<file path="src/rtl/instr_fetch_pkg.sv">
// Shared instruction package for the fetch stage.
// Holds the 9-bit instruction layout (opcode [8:4], register/math/function
// field [3:0]), the opcode and function codes, the fetch state enum and
// the "func, dne" halt instruction constant.
package instr_fetch_pkg;

    localparam int INSTR_W = 9;
    localparam int OPC_W   = 5;
    localparam int FLD_W   = 4;

    // Opcode codes (upper five bits)
    localparam logic [OPC_W-1:0] OPC_NOP  = 5'b00000;
    localparam logic [OPC_W-1:0] OPC_LOAD = 5'b00001;
    localparam logic [OPC_W-1:0] OPC_MATH = 5'b00010;
    localparam logic [OPC_W-1:0] OPC_JUMP = 5'b00011;
    localparam logic [OPC_W-1:0] OPC_FUNC = 5'b11111;

    // Function codes used with OPC_FUNC
    localparam logic [FLD_W-1:0] FN_NOP = 4'b0000;
    localparam logic [FLD_W-1:0] FN_DNE = 4'b1111;

    // "func, dne": stops fetching when it is handed to decode
    localparam logic [INSTR_W-1:0] HALT_INSTR = {OPC_FUNC, FN_DNE};

    typedef enum logic [1:0] {
        IDLE = 2'd0,
        RUN  = 2'd1,
        HALT = 2'd2
    } fetch_state_e;

    function automatic logic is_halt(input logic [INSTR_W-1:0] instr);
        return instr == HALT_INSTR;
    endfunction

endpackage

</file>
<file path="src/rtl/instr_fetch_if.sv">
// Bus bundle between the fetch stage, instruction memory and decode.
//   imem_addr/imem_req  : read request, data returns on imem_data one cycle later
//   out_instr/out_pc    : instruction offered to decode, with out_valid/out_ready
//   redirect_valid/_pc  : jump/branch target coming back from downstream
// Handshake: a transfer happens on a rising edge where out_valid and
// out_ready are both high; once out_valid is high, out_instr/out_pc hold
// until that transfer (or a redirect/halt/reset flush).
// modport master = fetch side, modport slave = memory/decode side.
interface instr_fetch_if #(parameter int PC_W = 10);
    import instr_fetch_pkg::*;

    logic [PC_W-1:0]    imem_addr;
    logic               imem_req;
    logic [INSTR_W-1:0] imem_data;
    logic [INSTR_W-1:0] out_instr;
    logic [PC_W-1:0]    out_pc;
    logic               out_valid;
    logic               out_ready;
    logic               redirect_valid;
    logic [PC_W-1:0]    redirect_pc;

    modport master (
        output imem_addr, imem_req, out_instr, out_pc, out_valid,
        input  imem_data, out_ready, redirect_valid, redirect_pc
    );

    modport slave (
        input  imem_addr, imem_req, out_instr, out_pc, out_valid,
        output imem_data, out_ready, redirect_valid, redirect_pc
    );

endinterface

</file>
<file path="src/rtl/fetch_fifo.sv">
// Two-entry fall-through instruction buffer.
//   push/din    : write an entry (ignored when flush is high)
//   pop         : consume the head (only meaningful while valid)
//   flush       : drop every entry, wins over push and pop
//   dout/valid  : head entry; when empty, a pushed word appears on dout the
//                 same cycle so a read can reach decode without a bubble
//   full/empty  : stored-entry status (the fall-through word is not counted)
module fetch_fifo #(parameter int W = 19) (
    input  logic         clk,
    input  logic         rst_n,
    input  logic         push,
    input  logic         pop,
    input  logic         flush,
    input  logic [W-1:0] din,
    output logic [W-1:0] dout,
    output logic         valid,
    output logic         full,
    output logic         empty
);

    logic [W-1:0] mem [2];
    logic         rd_ptr;
    logic         wr_ptr;
    logic [1:0]   count;
    logic         store;
    logic         drop;

    always_comb begin
        empty = (count == 2'd0);
        full  = (count == 2'd2);
        valid = !empty || push;
        dout  = empty ? (push ? din : '0) : mem[rd_ptr];
        // A word that falls through and is popped in the same cycle is never stored.
        store = push && !(empty && pop);
        drop  = pop && !empty;
    end

    always_ff @(posedge clk) begin
        if (!rst_n || flush) begin
            rd_ptr <= 1'b0;
            wr_ptr <= 1'b0;
            count  <= 2'd0;
        end else begin
            if (store) begin
                mem[wr_ptr] <= din;
                wr_ptr      <= ~wr_ptr;
            end
            if (drop) begin
                rd_ptr <= ~rd_ptr;
            end
            count <= count + {1'b0, store} - {1'b0, drop};
        end
    end

endmodule

</file>
<file path="src/rtl/instr_fetch.sv">
// Instruction fetch stage: issues sequential reads to instruction memory,
// buffers up to two returned instructions and hands them to decode in order.
// Ports:
//   clk, rst_n     : clock, synchronous active-low reset
//   start/start_pc : in IDLE or HALT, begin fetching at start_pc
//   bus            : instr_fetch_if.master (memory, decode and redirect signals)
//   halted         : fetch stopped on the "func, dne" instruction
//   state_dbg      : current fetch state, for observation
// Build option: define FETCH_HALT_DETECT_EN to stop fetching when the halt
// instruction is handed to decode; without it that word is an ordinary
// instruction, HALT is never entered and halted stays 0.
module instr_fetch
    import instr_fetch_pkg::*;
#(
    parameter int PC_W = 10
) (
    input  logic             clk,
    input  logic             rst_n,
    input  logic             start,
    input  logic [PC_W-1:0]  start_pc,
    instr_fetch_if.master    bus,
    output logic             halted,
    output fetch_state_e     state_dbg
);

    localparam int ENT_W = PC_W + INSTR_W;

    fetch_state_e    state_q, state_d;
    logic [PC_W-1:0] pc_q, pc_d;
    logic            inflight_q, inflight_d;
    logic [PC_W-1:0] tag_q, tag_d;       // address of the read in flight
    logic            imem_req;
    logic            push, pop, flush, halt_hit;
    logic [ENT_W-1:0] fifo_dout;
    logic            fifo_valid, fifo_full, fifo_empty;

    fetch_fifo #(.W(ENT_W)) u_fifo (
        .clk   (clk),
        .rst_n (rst_n),
        .push  (push),
        .pop   (pop),
        .flush (flush),
        .din   ({tag_q, bus.imem_data}),
        .dout  (fifo_dout),
        .valid (fifo_valid),
        .full  (fifo_full),
        .empty (fifo_empty)
    );

    // Request only while stored + in-flight < 2, so a returning read always
    // finds room. Deliberately independent of out_ready.
    always_comb begin
        imem_req = (state_q == RUN) && !fifo_full && (fifo_empty || !inflight_q);
        push     = inflight_q;
        pop      = fifo_valid && bus.out_ready;
`ifdef FETCH_HALT_DETECT_EN
        halt_hit = (state_q == RUN) && pop && is_halt(fifo_dout[INSTR_W-1:0]);
`else
        halt_hit = 1'b0;
`endif
    end

    always_comb begin
        state_d    = state_q;
        pc_d       = pc_q;
        inflight_d = 1'b0;
        tag_d      = tag_q;
        flush      = 1'b0;
        case (state_q)
            IDLE, HALT: begin
                // redirect_valid is ignored here; start alone restarts fetch
                if (start) begin
                    state_d = RUN;
                    pc_d    = start_pc;
                end
            end
            RUN: begin
                if (bus.redirect_valid) begin
                    // Flush also discards this cycle's returning word and kills
                    // the read issued this cycle (inflight_d stays 0).
                    flush = 1'b1;
                    pc_d  = bus.redirect_pc;
                end else if (halt_hit) begin
                    state_d = HALT;
                    flush   = 1'b1;
                end else if (imem_req) begin
                    inflight_d = 1'b1;
                    tag_d      = pc_q;
                    pc_d       = pc_q + PC_W'(1);
                end
            end
            default: state_d = IDLE;
        endcase
    end

    always_ff @(posedge clk) begin
        if (!rst_n) begin
            state_q    <= IDLE;
            pc_q       <= '0;
            inflight_q <= 1'b0;
            tag_q      <= '0;
        end else begin
            state_q    <= state_d;
            pc_q       <= pc_d;
            inflight_q <= inflight_d;
            tag_q      <= tag_d;
        end
    end

    always_comb begin
        bus.imem_addr = pc_q;
        bus.imem_req  = imem_req;
        bus.out_valid = fifo_valid;
        bus.out_pc    = fifo_dout[ENT_W-1:INSTR_W];
        bus.out_instr = fifo_dout[INSTR_W-1:0];
        state_dbg     = state_q;
`ifdef FETCH_HALT_DETECT_EN
        halted        = (state_q == HALT);
`else
        halted        = 1'b0;
`endif
    end

endmodule

</file>
<file path="src/flat_wrapper.sv">
// flat-port wrapper written by rule: the top's interface ports become plain ports
module instr_fetch_flat import instr_fetch_pkg::*;
#(
    parameter int PC_W = 10
)
  (clk, rst_n, start, start_pc, halted, state_dbg, bus_imem_addr, bus_imem_req, bus_out_instr, bus_out_pc, bus_out_valid, bus_imem_data, bus_out_ready, bus_redirect_valid, bus_redirect_pc);
  instr_fetch_if #(.PC_W(PC_W)) bus_i ();
  input  logic clk;
  input  logic rst_n;
  input  logic start;
  input  logic [PC_W-1:0] start_pc;
  output logic halted;
  output fetch_state_e state_dbg;
  output wire logic [$bits(bus_i.imem_addr)-1:0] bus_imem_addr;
  output wire logic [$bits(bus_i.imem_req)-1:0] bus_imem_req;
  output wire logic [$bits(bus_i.out_instr)-1:0] bus_out_instr;
  output wire logic [$bits(bus_i.out_pc)-1:0] bus_out_pc;
  output wire logic [$bits(bus_i.out_valid)-1:0] bus_out_valid;
  input wire logic [$bits(bus_i.imem_data)-1:0] bus_imem_data;
  input wire logic [$bits(bus_i.out_ready)-1:0] bus_out_ready;
  input wire logic [$bits(bus_i.redirect_valid)-1:0] bus_redirect_valid;
  input wire logic [$bits(bus_i.redirect_pc)-1:0] bus_redirect_pc;
  assign bus_imem_addr = bus_i.imem_addr;
  assign bus_imem_req = bus_i.imem_req;
  assign bus_out_instr = bus_i.out_instr;
  assign bus_out_pc = bus_i.out_pc;
  assign bus_out_valid = bus_i.out_valid;
  assign bus_i.imem_data = bus_imem_data;
  assign bus_i.out_ready = bus_out_ready;
  assign bus_i.redirect_valid = bus_redirect_valid;
  assign bus_i.redirect_pc = bus_redirect_pc;
  instr_fetch #(.PC_W(PC_W)) u_core (.clk(clk), .rst_n(rst_n), .start(start), .start_pc(start_pc), .bus(bus_i), .halted(halted), .state_dbg(state_dbg));
endmodule
</file>
<file path="config.mk">
export PLATFORM = sky130hd
export DESIGN_NAME = instr_fetch_flat
export DESIGN_NICKNAME = d
export VERILOG_FILES = /design/src/rtl/instr_fetch_pkg.sv /design/src/rtl/instr_fetch_if.sv /design/src/rtl/fetch_fifo.sv /design/src/rtl/instr_fetch.sv /design/src/flat_wrapper.sv
export SDC_FILE = /design/constraint.sdc
export NUM_CORES = 1
export LEC_CHECK = 0
export CAP_MARGIN = 20
export CORE_ASPECT_RATIO = 2
export CORE_MARGIN = 2
export CORE_UTILIZATION = 51
export DETAILED_ROUTE_END_ITERATION = 16
export PLACE_DENSITY = 0.87
export SYNTH_ARGS = -nofsm -noshare
export SYNTH_HDL_FRONTEND = slang
export SYNTH_HIERARCHICAL = 1
export SYNTH_SLANG_ARGS = --single-unit
</file>
<file path="constraint.sdc">
create_clock -name clk -period 3.1 [get_ports clk]
set_input_delay 0.31 -clock clk [delete_from_list [all_inputs] [get_ports clk]]
set_output_delay 0.31 -clock clk [all_outputs]
set_load 0.01 [all_outputs]
</file>
==> run metrics, run 1 <==
status=finished clean; total iterations of the first detailed-routing run=4; Sw Ratio=between 20% and 30%; vias in the first global route=approximately 2300; commonest non-fill, non-tap cell in the layout=clkdlybuf4s50_1; Hold Crit Class=flip-flop to flip-flop; worst vdd ir=between 400 and 500 uV; Post-Synth Adder-Cell Area=around 1.2%; worst-margin pin slew=0.608 ns; Starting DRT DRC Count=roughly 100; final net count=around 380; ys async rst share=0%; worst hold stages=0; clock sink count=between 60 and 70; simple-gate area share of the yosys netlist=~15%; worst r2r dst=u_core/u_fifo/count[1]; area grow syn2layout=31.9%; sequential share of power=between 40% and 50%; Root Buffer=clkbuf_16; Post-synth EDFFs=38; DRC Markers=0; WP data required=roughly 2.8 ns; critical path class=flip-flop to primary output; flops & latches, synth=65; crit path DAT=2.20 ns; share of cells above drive strength 1=11.8%; sum of buffers and inverters on the critical path=2; H-tree Lvls=3; IO buf count=65; post-synthesis cell count=approximately 280; height of the chip=115 um; Netlist cell types=around 50; final period utilization=between 80% and 90%; clk slew on worst S/H paths=roughly 0.050 ns; maximum clock rate=between 0.3 and 0.4 GHz; largest net degree at the start of global routing=29; Slew Viols, Final=0; global-route wire length before repair=10.7 mm; Num CTS Buffers=9; final-report hold violation count=0; reg2reg setup slack=roughly 0.84 ns; hold_buf cts=0; Final ANT Viol Nets=0; max-cap violation count=0; clock skew=around 0.0029 ns; vias per cell=5.89; filler cell count=between 400 and 500; Primary FF master, synth=edfxtp_1; WL/cell=16.2 um; final wirelength=about 6.6 mm; die area=between 6000 and 7000 um2; startpoint types=flip-flop; clock tree from TritonCTS=done; Clock Latency Late Sink=~0.32 ns; remaining global-route overflow=0; Final min period=about 2.5 ns; number of placement rows=40; delay-heaviest family, CP=buffers and inverters; Gate power share=10.3%; diode count=0; GRT Util Overall=around a fifth; Yosys warnings=6; Critical Path Slowest Stage Cell=clkdlybuf4s50_1; Final Power=2320 uW; final setup TNS=0 ns; Sw Pwr=~480 uW; Post-Syn Area=~3100 um2; Clock power frac=between 40% and 50%; DR vias=roughly 2400; Int Power=~1800 uW; register area share after synthesis=a little over half; Starting Density=52.6%; min-delay src=u_core/tag_q[7]; CP Max Fanout=22; initial antenna violation count=0; Post-CTS Resized=0; Placer Congestion=between 0.9 and 1; r2r startpoint=u_core/u_fifo/count[1]; worst r2r path cells=9; critical path endpoint category=primary output; post-layout util=between 60% and 70%; # setup viols final=0; Synth Area in Compound Gates=14.0%; Largest stage delay, worst path=0.55 ns; post-CTS setup buffers=0; largest family of logic cells by synthesized area=simple AND/OR/NAND/NOR gates; PwrDens=562 nW/um2; Pleak=0.00142 uW; Die X=about 59 um; DP HPWL=4.67 mm; Worst Hold End=u_core/u_fifo/mem[0][16]; post-synthesis xor/xnor area fraction=less than 1%; most frequent cells in the layout=clkdlybuf4s50_1, edfxtp_1, mux2i_1; Synth Area per Inst=approximately 11 um2; RSZ-0062 raised after global routing=false; relative slew slack=between 50% and 60%; post-synthesis mux area share=around 10%; worst-case clock buffer depth=2; critical path, cell by cell=nor2_4 > buf_4 > nand3_1 > o21ai_0 > clkdlybuf4s50_1; core area=around 6000 um2; # IOs=just under 70
==> layer usage <==
metal | global-route usage, % | routed length, um
met1 | 22.5 | 2480
met2 | 37.4 | 3690
met3 | 4.72 | 296
met4 | 10.3 | 178
met5 | 0 | 0
==> synth_stat cells (all sizes together), types with 2 or more instances <==
cell type / number / area, um2
o21ai: 30 / 184
a21oi: 8 / 43.8
o31a: 2 / 17.5
nand3: 27 / 135
nor2: 10 / 45.0
nor4: 2 / 12.5
a21boi: 3 / 22.5
mux2i: 31 / 310
a22o: 3 / 26.3
nor3: 5 / 35.0
a22oi: 2 / 15.0
buf: 12 / 101
dfxtp: 27 / 541
nand2b: 5 / 31.3
and3: 4 / 25.0
nand2: 8 / 30.0
xor2: 2 / 17.5
and2: 5 / 31.3
edfxtp: 38 / 1140
inv: 5 / 18.8
ha: 3 / 37.5
o211ai: 5 / 42.5
nor2b: 15 / 101
clkbuf: 7 / 27.5
==> flip-flops by register name (all words and copies together) (netlist names), named ones only <==
| signal | count |
|---|---|
| u_core/u_fifo/mem | 38 |
| u_core/bus.imem_addr | 10 |
| u_core/tag_q | 10 |
| u_core/u_fifo/count | 2 |
| u_core/inflight_q | 1 |
| u_core/state_dbg | 1 |
| u_core/u_fifo/rd_ptr | 1 |
| u_core/u_fifo/wr_ptr | 1 |
==> cell type report <==
| cell class | count | area, um2 | area share, % |
|---|---|---|---|
| Inverter | 5 | 18.8 | 0.454 |
| Tap cell | 63 | 78.8 | 1.91 |
| Timing Repair Buffer | 73 | 711 | 17.2 |
| Clock buffer | 10 | 229 | 5.54 |
| Clock inverter | 6 | 106 | 2.57 |
| Multi-Input combinational cell | 187 | 1310 | 31.7 |
| Sequential cell | 65 | 1680 | 40.7 |
==> power by group through the flow <==
stage	Sequential [uW]	Clock [uW]	Combinational, uW
after floorplan	977	0	125
after global placement	982	0	233
after detailed placement	983	0	237
after CTS	966	1130	240
after global routing	970	1170	259
final	966	1120	238
==> worst max path at each step <==
stage / from / endpoint / slack [ns] / cells after the start
4_1_cts: u_core/u_fifo/count[1] / bus_out_instr[3] / 0.55 / 5
5_1_grt: flip-flop / bus_out_pc[6] / 0.46 / 4
3_3_place_gp: bus_redirect_valid / u_core/u_fifo/mem[0][14] / 0.67 / 6
2_1_floorplan: u_core/inflight_q / u_core/u_fifo/mem[0][0] / 0.57 / 5
6_report: u_core/u_fifo/count[1] / bus_out_instr[3] / 0.59 / 5
3_5_place_dp: bus_redirect_valid / u_core/u_fifo/mem[0][15] / 0.63 / 6
==> per-stage QoR <==
stage | cell area, um2 | instances | worst slack, ns | hold slack [ns]
CTS | 4130 | 409 | 0.548 | 0.492
detailed placement | 3800 | 393 | 0.635 | 0.488
finish | 4130 | 409 | 0.594 | 0.490
global placement | 3800 | 393 | 0.672 | 0.467
global route | 4130 | 409 | 0.456 | 0.510
floorplan | 3140 | 276 | 0.566 | 0.409
==> logic make-up (layout without fill, tap and decap cells) <==
kind of cell | after synthesis | in the layout
compound gates | 62 | 62
xor+xnor | 2 | 2
fa+ha+maj | 3 | 3
buf+inv | 24 | 94
flops | 65 | 65
mux | 32 | 32
other cells | 1 | 2
simple gates | 86 | 86
(Power assumes the default switching activity.)
==> inputs of run 2 (changes only) <==
- clock period: 3.1 -> 2.4 ns (I/O delays scaled with it)
==> run 2 against run 1 <==
  * Total power grew 19%
  * Via count shrank 2.4%
  * Combinational power grew 35%
  * Hold slack lost 0.0095 ns
  * First-iteration DRC count grew 54%
  * Non-clock buffer count grew 1
  * Critical path type is now flip-flop to flip-flop
  * Critical endpoint is now u_core/u_fifo/count[1]
==> run metrics, run 2 (synthesized netlist as in run 1, its figures left out) <==
Worst Setup SP=u_core/u_fifo/count[0] (was u_core/u_fifo/count[1]); area grow syn2layout=31.2% (was 31.9%); Num CTS Buffers=9 (unchanged); vias in the first global route=2318 (was 2343); worst-case clock buffer depth=2 (unchanged); Final ANT Viol Nets=0 (unchanged); core area=5960 um2 (unchanged); largest net degree at the start of global routing=29 (unchanged); share of cells above drive strength 1=12.4% (was 11.8%); max-cap violation count=0 (unchanged); initial antenna violation count=0 (unchanged); Root Buffer=clkbuf_16 (unchanged); final setup TNS=0 ns (unchanged); worst vdd ir=471 uV (was 434 uV); vias per cell=5.74 (was 5.89); Placer Congestion=0.900 (was 0.905); final-report hold violation count=0 (unchanged); PwrDens=674 nW/um2 (was 562 nW/um2); Largest stage delay, worst path=0.38 ns (was 0.55 ns); startpoint types=flip-flop (unchanged); final net count=379 (was 378); maximum clock rate=between 0.4 and 0.5 GHz; status=finished clean (unchanged); Pleak=0.00142 uW (about the same); clock tree from TritonCTS=done (unchanged); CP Max Fanout=5 (was 22); post-route design area=4110 um2 (was 4130 um2); filler cell count=435 (was 419); commonest non-fill, non-tap cell in the layout=clkdlybuf4s50_1 (unchanged); area of the multi-input gates=1320 um2 (was 1310 um2); height of the chip=115 um (unchanged); total iterations of the first detailed-routing run=4 (unchanged); WL/cell=16.4 um (was 16.2 um); Slew Viols, Final=0 (unchanged); DR vias=2352 (was 2410); max reg flops=38 (unchanged); hold_buf cts=0 (unchanged); critical path, cell by cell=or3_1 > and2_1 > a21bo_4 > ha_1 > inv_1 > ha_1 > xor2_1 > and2_1 > nor3_1 (was nor2_4 > buf_4 > nand3_1 > o21ai_0 > clkdlybuf4s50_1); H-tree Lvls=3 (unchanged); Final min period=~2.3 ns; Largest Register=u_core/u_fifo/mem (unchanged); clock skew=0.00504 ns (was 0.00288 ns); final wirelength=6.73 mm (was 6.65 mm); number of placement rows=40 (unchanged); IO buf count=65 (unchanged); min-delay src=u_core/tag_q[9] (was u_core/tag_q[7]); Clock Latency Late Sink=0.32 ns (about the same); die area=6830 um2 (unchanged); delay-heaviest family, CP=simple AND/OR/NAND/NOR gates (was buffers and inverters); clock sink count=65 (unchanged); Starting Density=52.6% (unchanged); sum of buffers and inverters on the critical path=1 (was 2); DP HPWL=4.79 mm (was 4.67 mm); remaining global-route overflow=0 (unchanged); DRC Markers=0 (unchanged); Post-CTS Resized=0 (unchanged); WP data required=2.62 ns (was 2.79 ns); Die X=59.4 um (unchanged); critical path endpoint category=flip-flop (was primary output); # setup viols final=0 (unchanged); final period utilization=94.6%; Critical Path Slowest Stage Cell=or3_1 (was clkdlybuf4s50_1); Final Power=2770 uW (was 2320 uW); crit path DAT=2.49 ns (was 2.20 ns); most frequent cells in the layout=clkdlybuf4s50_1, edfxtp_1, mux2i_1 (unchanged); post-CTS setup buffers=0 (unchanged); critical path class=flip-flop to flip-flop (was flip-flop to primary output); Post-DP Area=3830 um2 (was 3800 um2); FF/Latch Area=1680 um2 (about the same); Starting DRT DRC Count=152 (was 99); RSZ-0062 raised after global routing=false (unchanged); diode count=0 (unchanged); global-route wire length before repair=10.8 mm (was 10.7 mm); # IOs=68 (unchanged); GRT Util Overall=20.9% (was 21.1%); Hold Crit Class=flip-flop to flip-flop (unchanged); r2r startpoint=u_core/u_fifo/count[0] (was u_core/u_fifo/count[1]); clk slew on worst S/H paths=0.05 ns (about the same)
## run 2: changes by cell type in the layout (fill, tap and decap cells not counted), sizes merged
| cell | before | now |
|---|---|---|
| clkinv | 2 | 4 |
| clkbuf | 10 | 11 |
| bufinv | 3 | 1 |
| clkinvlp | 1 | 0 |
| buf | 8 | 9 |
## run 2: path summary, 6_finish.rpt
| kind | end | slack (ns) | cells past startpoint |
|---|---|---|---|
| min | u_core/u_fifo/mem[0][18] | 0.48 | 0 |
| max | u_core/u_fifo/count[1] | 0.13 | 9 |
| max reg2reg | u_core/u_fifo/count[1] | 0.13 | 9 |
| min reg2reg | u_core/u_fifo/mem[0][18] | 0.48 | 0 |
## run 2: final cells by class
class / instances / share of cell area, %
Timing Repair Buffer: 74 / 17.8
Multi-Input combinational cell: 187 / 32.1
Tap cell: 63 / 1.92
Clock inverter: 5 / 1.16
Inverter: 5 / 0.456
Sequential cell: 65 / 40.9
Clock buffer: 11 / 5.66
## run 2: per-stage QoR
step / setup slack, ns / utilization [%] / std cells / hold slack (ns)
4_1_cts: 0.106 / 69.0 / 410 / 0.480
3_3_place_gp: 0.301 / 64.3 / 394 / 0.465
5_1_grt: 0.0204 / 69.1 / 410 / 0.509
2_1_floorplan: 0.160 / - / 276 / 0.339
3_5_place_dp: 0.137 / 64.3 / 394 / 0.472
6_report: 0.131 / 69.1 / 410 / 0.481
## run 2: routing by layer
metal | vias to the layer above | GRT usage, % | share of wire (%)
met5 | - | 0 | 0
met4 | 0 | 8.94 | 2.6
met3 | 15 | 3.94 | 4.0
met2 | 80 | 37.7 | 56
met1 | 1102 | 22.8 | 37
li1 | 1155 | - | -
## run 2: where the power goes
part | total, uW | internal (uW) | switching (uW)
combinational | 321 | 175 | 146
clock | 1210 | 792 | 416
sequential | 1240 | 1210 | 36.6
total | 2770 | 2170 | 599
==> variant 1: new RTL, config.mk and constraints of run 1 <==
`pc_q` and `tag_q` no longer have a reset.
--- a/src/rtl/instr_fetch.sv
+++ b/src/rtl/instr_fetch.sv
@@ -96,15 +96,16 @@
     always_ff @(posedge clk) begin
         if (!rst_n) begin
             state_q    <= IDLE;
-            pc_q       <= '0;
             inflight_q <= 1'b0;
-            tag_q      <= '0;
         end else begin
             state_q    <= state_d;
-            pc_q       <= pc_d;
             inflight_q <= inflight_d;
-            tag_q      <= tag_d;
         end
+    end
+
+    always_ff @(posedge clk) begin
+        pc_q  <= pc_d;
+        tag_q <= tag_d;
     end
 
     always_comb begin
Behaviour: not the same (Yosys sat finds a counterexample within 4 cycles, from zero or initial values and one cycle with rst_n low).
==> variant 1 against run 1 <==
  * Routed wire length fell by 8.8%
  * Critical path type unchanged
  * Fmax rose by 0.94%
  * Cell count fell by 11%
  * Clock power fell by 23%
  * Sequential cell count did not move
  * Utilization fell by 0.65 points
  * Area after synthesis fell by 5.5%
  * Cell area fell by 5.8%
  * Power fell by 8.3%
  * Critical path depth did not move
  * Worst setup slack improved by 0.023 ns
  * Count of clock-buffer cells in the layout did not move
==> variant 1: results (changes against run 1) <==
==============================================================================
Startpoint of the worst hold path ............................... u_core/tag_q[8]   was u_core/tag_q[7]
Portion of the post-synthesis area used by sequential elements ..       63.51%   was 53.65%
Destination of the worst hold path .............................. u_core/u_fifo/mem[1][17]   was u_core/u_fifo/mem[0][16]
Depth of the CTS H-tree .........................................            3   unchanged
Cell Count Post-Placement .......................................          347   was 393
Outcome .........................................................    completed   unchanged
Total global-route track usage ..................................       20.56%   was 21.06%
Worst-path fanout max ...........................................           26   was 22
Count of endpoints failing setup in the final report ............            0   unchanged
First-pass GRT wire length ...................................... 9922 microns   was 10740 microns
Number of nets in the layout ....................................          334   was 378
Number of standard cells in the layout, taps in and fillers out .          363   was 409
Worst Skew ......................................................  0.002662 ns   was 0.002880 ns
Vias in the first global route ..................................         2056   was 2343
Worst r2r path cells ............................................           10   was 9
Inserted Clock Buffers ..........................................            9   unchanged
Largest cells by area after synthesis ........................... sky130_fd_sc_hd__edfxtp_1 59%, sky130_fd_sc_hd__mux2i_1 7.1%, sky130_fd_sc_hd__dfxtp_1 4.7%   was sky130_fd_sc_hd__edfxtp_1 36%, sky130_fd_sc_hd__dfxtp_1 17%, sky130_fd_sc_hd__mux2i_1 9.9%
Fraction of final layout cells sized beyond drive strength 1 ....       10.93%   was 11.85%
Count of flip-flops with a built-in enable after synthesis ......           58   was 38
Post-place setup slack ..........................................    0.8029 ns   was 0.6350 ns
Largest net degree at the start of global routing ...............           27   was 29
Number of antenna cells inserted ................................            0   unchanged
Vias per cell ...................................................        5.573   was 5.892
Worst path top cell family by delay ............................. buffers and inverters   unchanged
Static Leakage ..................................................     1.363 nW   was 1.424 nW
Arrival time reported for the critical path endpoint ............      2.17 ns   was 2.20 ns
Cell count after synthesis ......................................          228   was 275
Most frequent cells after synthesis ............................. 58 x sky130_fd_sc_hd__edfxtp_1, 23 x sky130_fd_sc_hd__nand3_1, 21 x sky130_fd_sc_hd__mux2i_1, 16 x sky130_fd_sc_hd__o21ai_0, 10 x sky130_fd_sc_hd__inv_1   was 38 x sky130_fd_sc_hd__edfxtp_1, 31 x sky130_fd_sc_hd__mux2i_1, 27 x sky130_fd_sc_hd__dfxtp_1, 27 x sky130_fd_sc_hd__nand3_1
Post-detailed-route wirelength per cell ......................... 16.70 microns   was 16.25 microns
Power spent charging and discharging nets .......................  0.0004765 W   was 0.0004764 W
Final Wtd Congestion ............................................       0.8020   was 0.9046
Reg-to-reg startpoint ........................................... u_core/inflight_q   was u_core/u_fifo/count[1]
Flip-flop count of the largest register after layout ............           38   unchanged
Slew at the pin with the worst max-slew slack ...................    0.8388 ns   was 0.6082 ns
Count of distinct cell types in the synthesized netlist .........           40   was 51
IR drop worst, VDD ..............................................     685.3 uV   was 434.0 uV
==============================================================================
variant 1: kinds of logic (layout without fill, tap and decap cells):
logic type,count (synthesis),after routing,share of synthesized area [%]
other,1,2,0.1266
DFF,65,65,63.51
xor gates and xnor gates,8,8,2.365
buffers and inverters,25,98,4.898
AOI/OAI and AO/OA,43,43,9.418
muxes,22,22,7.475
and+or+nand+nor,61,61,10.94
adders and majority gates,3,3,1.267
variant 1: worst max path at each step:
| stage | start | endpoint | slack (ns) |
|---|---|---|---|
| floorplan | u_core/inflight_q | u_core/u_fifo/mem[0][0] | 0.57 |
| global placement | bus_redirect_valid | u_core/u_fifo/mem[0][14] | 0.88 |
| detailed placement | bus_redirect_valid | u_core/u_fifo/mem[0][10] | 0.80 |
| CTS | u_core/u_fifo/count[1] | bus_out_pc[8] | 0.60 |
| global route | u_core/u_fifo/count[1] | bus_out_pc[9] | 0.50 |
| finish | u_core/u_fifo/count[1] | bus_out_pc[8] | 0.62 |
variant 1: metal layers:
layer	GRT usage (%)	vias to the layer above	part of all wire [%]
li1	-	974	-
met1	22.50	978	38
met2	35.76	61	56
met3	5.459	10	4.0
met4	9.612	0	2.6
met5	0	-	0
variant 1: final cells by class:
| type | count | area [sq um] |
|---|---|---|
| fill | 406 | 1768 |
| multi-input combinational | 139 | 939.7 |
| inverter | 10 | 37.54 |
| timing repair buffer | 72 | 703.2 |
| clock buffer | 10 | 229.0 |
| clock inverter | 6 | 25.02 |
| tap | 61 | 76.32 |
| sequential | 65 | 1882 |
variant 1: stage by stage:
| stage | util [%] | hold slack [ns] |
|---|---|---|
| floorplan | - | 0.4089 |
| global placement | 64.28 | 0.4563 |
| detailed placement | 64.28 | 0.4685 |
| CTS | 68.77 | 0.4806 |
| global route | 68.77 | 0.4985 |
| finish | 68.77 | 0.4757 |
variant 1: power groups by stage:
stage                     sequential (W)  clock [W]  combinational [W]
after detailed placement         0.00105          0           0.000238
after floorplan                  0.00105          0           0.000105
after global placement           0.00105          0           0.000232
after global routing             0.00104   0.000910           0.000256
after CTS                        0.00103   0.000872           0.000240
final                            0.00103   0.000858           0.000239
==> variant 2: new RTL, settings of run 1 <==
Made on the original files. Change the package constant `INSTR_W` from 9 to 13.
--- a/src/rtl/instr_fetch_pkg.sv
+++ b/src/rtl/instr_fetch_pkg.sv
@@ -4,7 +4,7 @@
 // the "func, dne" halt instruction constant.
 package instr_fetch_pkg;
 
-    localparam int INSTR_W = 9;
+    localparam int INSTR_W = 13;
     localparam int OPC_W   = 5;
     localparam int FLD_W   = 4;
 
Ports: changed (resized bus_imem_data and bus_out_instr); port bits go from 68 to 76. The function was not compared with the original's and may differ.
==> variant 2 against run 1 <==
  * Global-route usage is 0.88 points higher
  * Cell area is 8.7% higher
  * Count of clock-buffer cells in the layout is 1 lower
  * Hold slack hardly changed
  * Worst setup slack better by 0.051 ns
  * Area after synthesis is 9.5% higher
  * Combinational power is 6% higher
  * Sequential share of layout area is 2.1 points higher
  * Sequential cell count is 8 higher
  * Sequential power is 13% higher
  * Routed wire length is 12% higher
  * Power is 0.53% lower
  * Largest cell class unchanged
==> variant 2: results (changes against run 1) <==
===========================================================================================
IR drop worst, VDD ...........................................................     294.2 uV   was 434.0 uV
Number of standard cells in the layout, taps in and fillers out ..............          464   was 409
Register-to-register setup slack .............................................      0.93 ns   was 0.84 ns
Total global-route track usage ...............................................       21.94%   was 21.06%
Most frequent cells after synthesis .......................................... 46 x sky130_fd_sc_hd__edfxtp_1, 35 x sky130_fd_sc_hd__mux2i_1, 31 x sky130_fd_sc_hd__nand3_1, 27 x sky130_fd_sc_hd__dfxtp_1, 27 x sky130_fd_sc_hd__o21ai_0   was 38 x sky130_fd_sc_hd__edfxtp_1, 31 x sky130_fd_sc_hd__mux2i_1, 27 x sky130_fd_sc_hd__dfxtp_1, 27 x sky130_fd_sc_hd__nand3_1
Post-synth design cell area .................................................. 0.003432 sq mm   was 0.003134 sq mm
Fraction of final layout cells sized beyond drive strength 1 .................       8.777%   was 11.85%
CP max stage delay ...........................................................      0.71 ns   was 0.55 ns
Largest cells by area after synthesis ........................................ sky130_fd_sc_hd__edfxtp_1 40%, sky130_fd_sc_hd__dfxtp_1 16%, sky130_fd_sc_hd__mux2i_1 10%   was sky130_fd_sc_hd__edfxtp_1 36%, sky130_fd_sc_hd__dfxtp_1 17%, sky130_fd_sc_hd__mux2i_1 9.9%
DP HPWL ...................................................................... 5278 microns   was 4669 microns
Fmax .........................................................................    407.4 MHz   was 399.0 MHz
Startpoint of the worst hold path ............................................ u_core/tag_q[8]   was u_core/tag_q[7]
Count of distinct cell types in the synthesized netlist ......................           49   was 51
Cell area after placement .................................................... 0.004209 sq mm   was 0.003799 sq mm
Post-detailed-route wirelength per cell ...................................... 16.07 microns   was 16.25 microns
Arrival time reported for the critical path endpoint .........................      2.14 ns   was 2.20 ns
Static Leakage ...............................................................     1.516 nW   was 1.424 nW
Met3 wire len ................................................................  277 microns   was 296 microns
Met2 wire length ............................................................. 4324 microns   was 3686 microns
Slew at the pin with the worst max-slew slack ................................    0.6220 ns   was 0.6082 ns
Number of nets in the layout .................................................          412   was 378
GR Layer Usage met2 ..........................................................       38.67%   was 37.36%
Vias in the first global route ...............................................         2589   was 2343
Global routing met3 resource utilization .....................................       5.172%   was 4.724%
Number of design-rule violations left by the first detailed-router iteration .          117   was 99
Destination of the worst hold path ........................................... u_core/u_fifo/mem[1][21]   was u_core/u_fifo/mem[0][16]
Outcome ......................................................................    completed   unchanged
Cell count after synthesis ...................................................          297   was 275
Critical-path top delay cell ................................................. sky130_fd_sc_hd__dfxtp_1   was sky130_fd_sc_hd__clkdlybuf4s50_1
Global routing met1 resource utilization .....................................       23.52%   was 22.55%
Met1 routed wirelength after detailed routing ................................ 2700 microns   was 2483 microns
Worst hold slack .............................................................    0.4907 ns   was 0.4902 ns
===========================================================================================
-- variant 2: cells by family (layout without fill, tap and decap cells) --
logic type                 Yosys count  after routing  share of synthesized area, %
and+or+nand+nor                     90             90                         14.36
muxes                               36             36                         10.65
other                                1              2                        0.1093
xor gates and xnor gates             2              2                        0.5105
DFF                                 73             73                         56.00
buffers and inverters               26            104                         5.104
adders and majority gates            3              3                         1.094
AOI/OAI and AO/OA                   66             66                         12.18
-- variant 2: final cells by class --
cell class	count	area [sq um]	area share (%)
inverters	5	18.77	0.4175
multi-input cells	199	1353	30.09
repair buffers	83	805.8	17.92
well taps	88	110.1	2.449
flip-flops and latches	73	1922	42.75
clock inverters	7	61.31	1.364
clock buffers	9	225.2	5.010
-- variant 2: power by group --
part           internal, W  switching (W)  leakage (nW)  total [W]
clock             0.000612       0.000360         0.136   0.000972
sequential         0.00105      0.0000320         0.610    0.00109
combinational     0.000140       0.000114         0.770   0.000253
total              0.00181       0.000506          1.52    0.00231
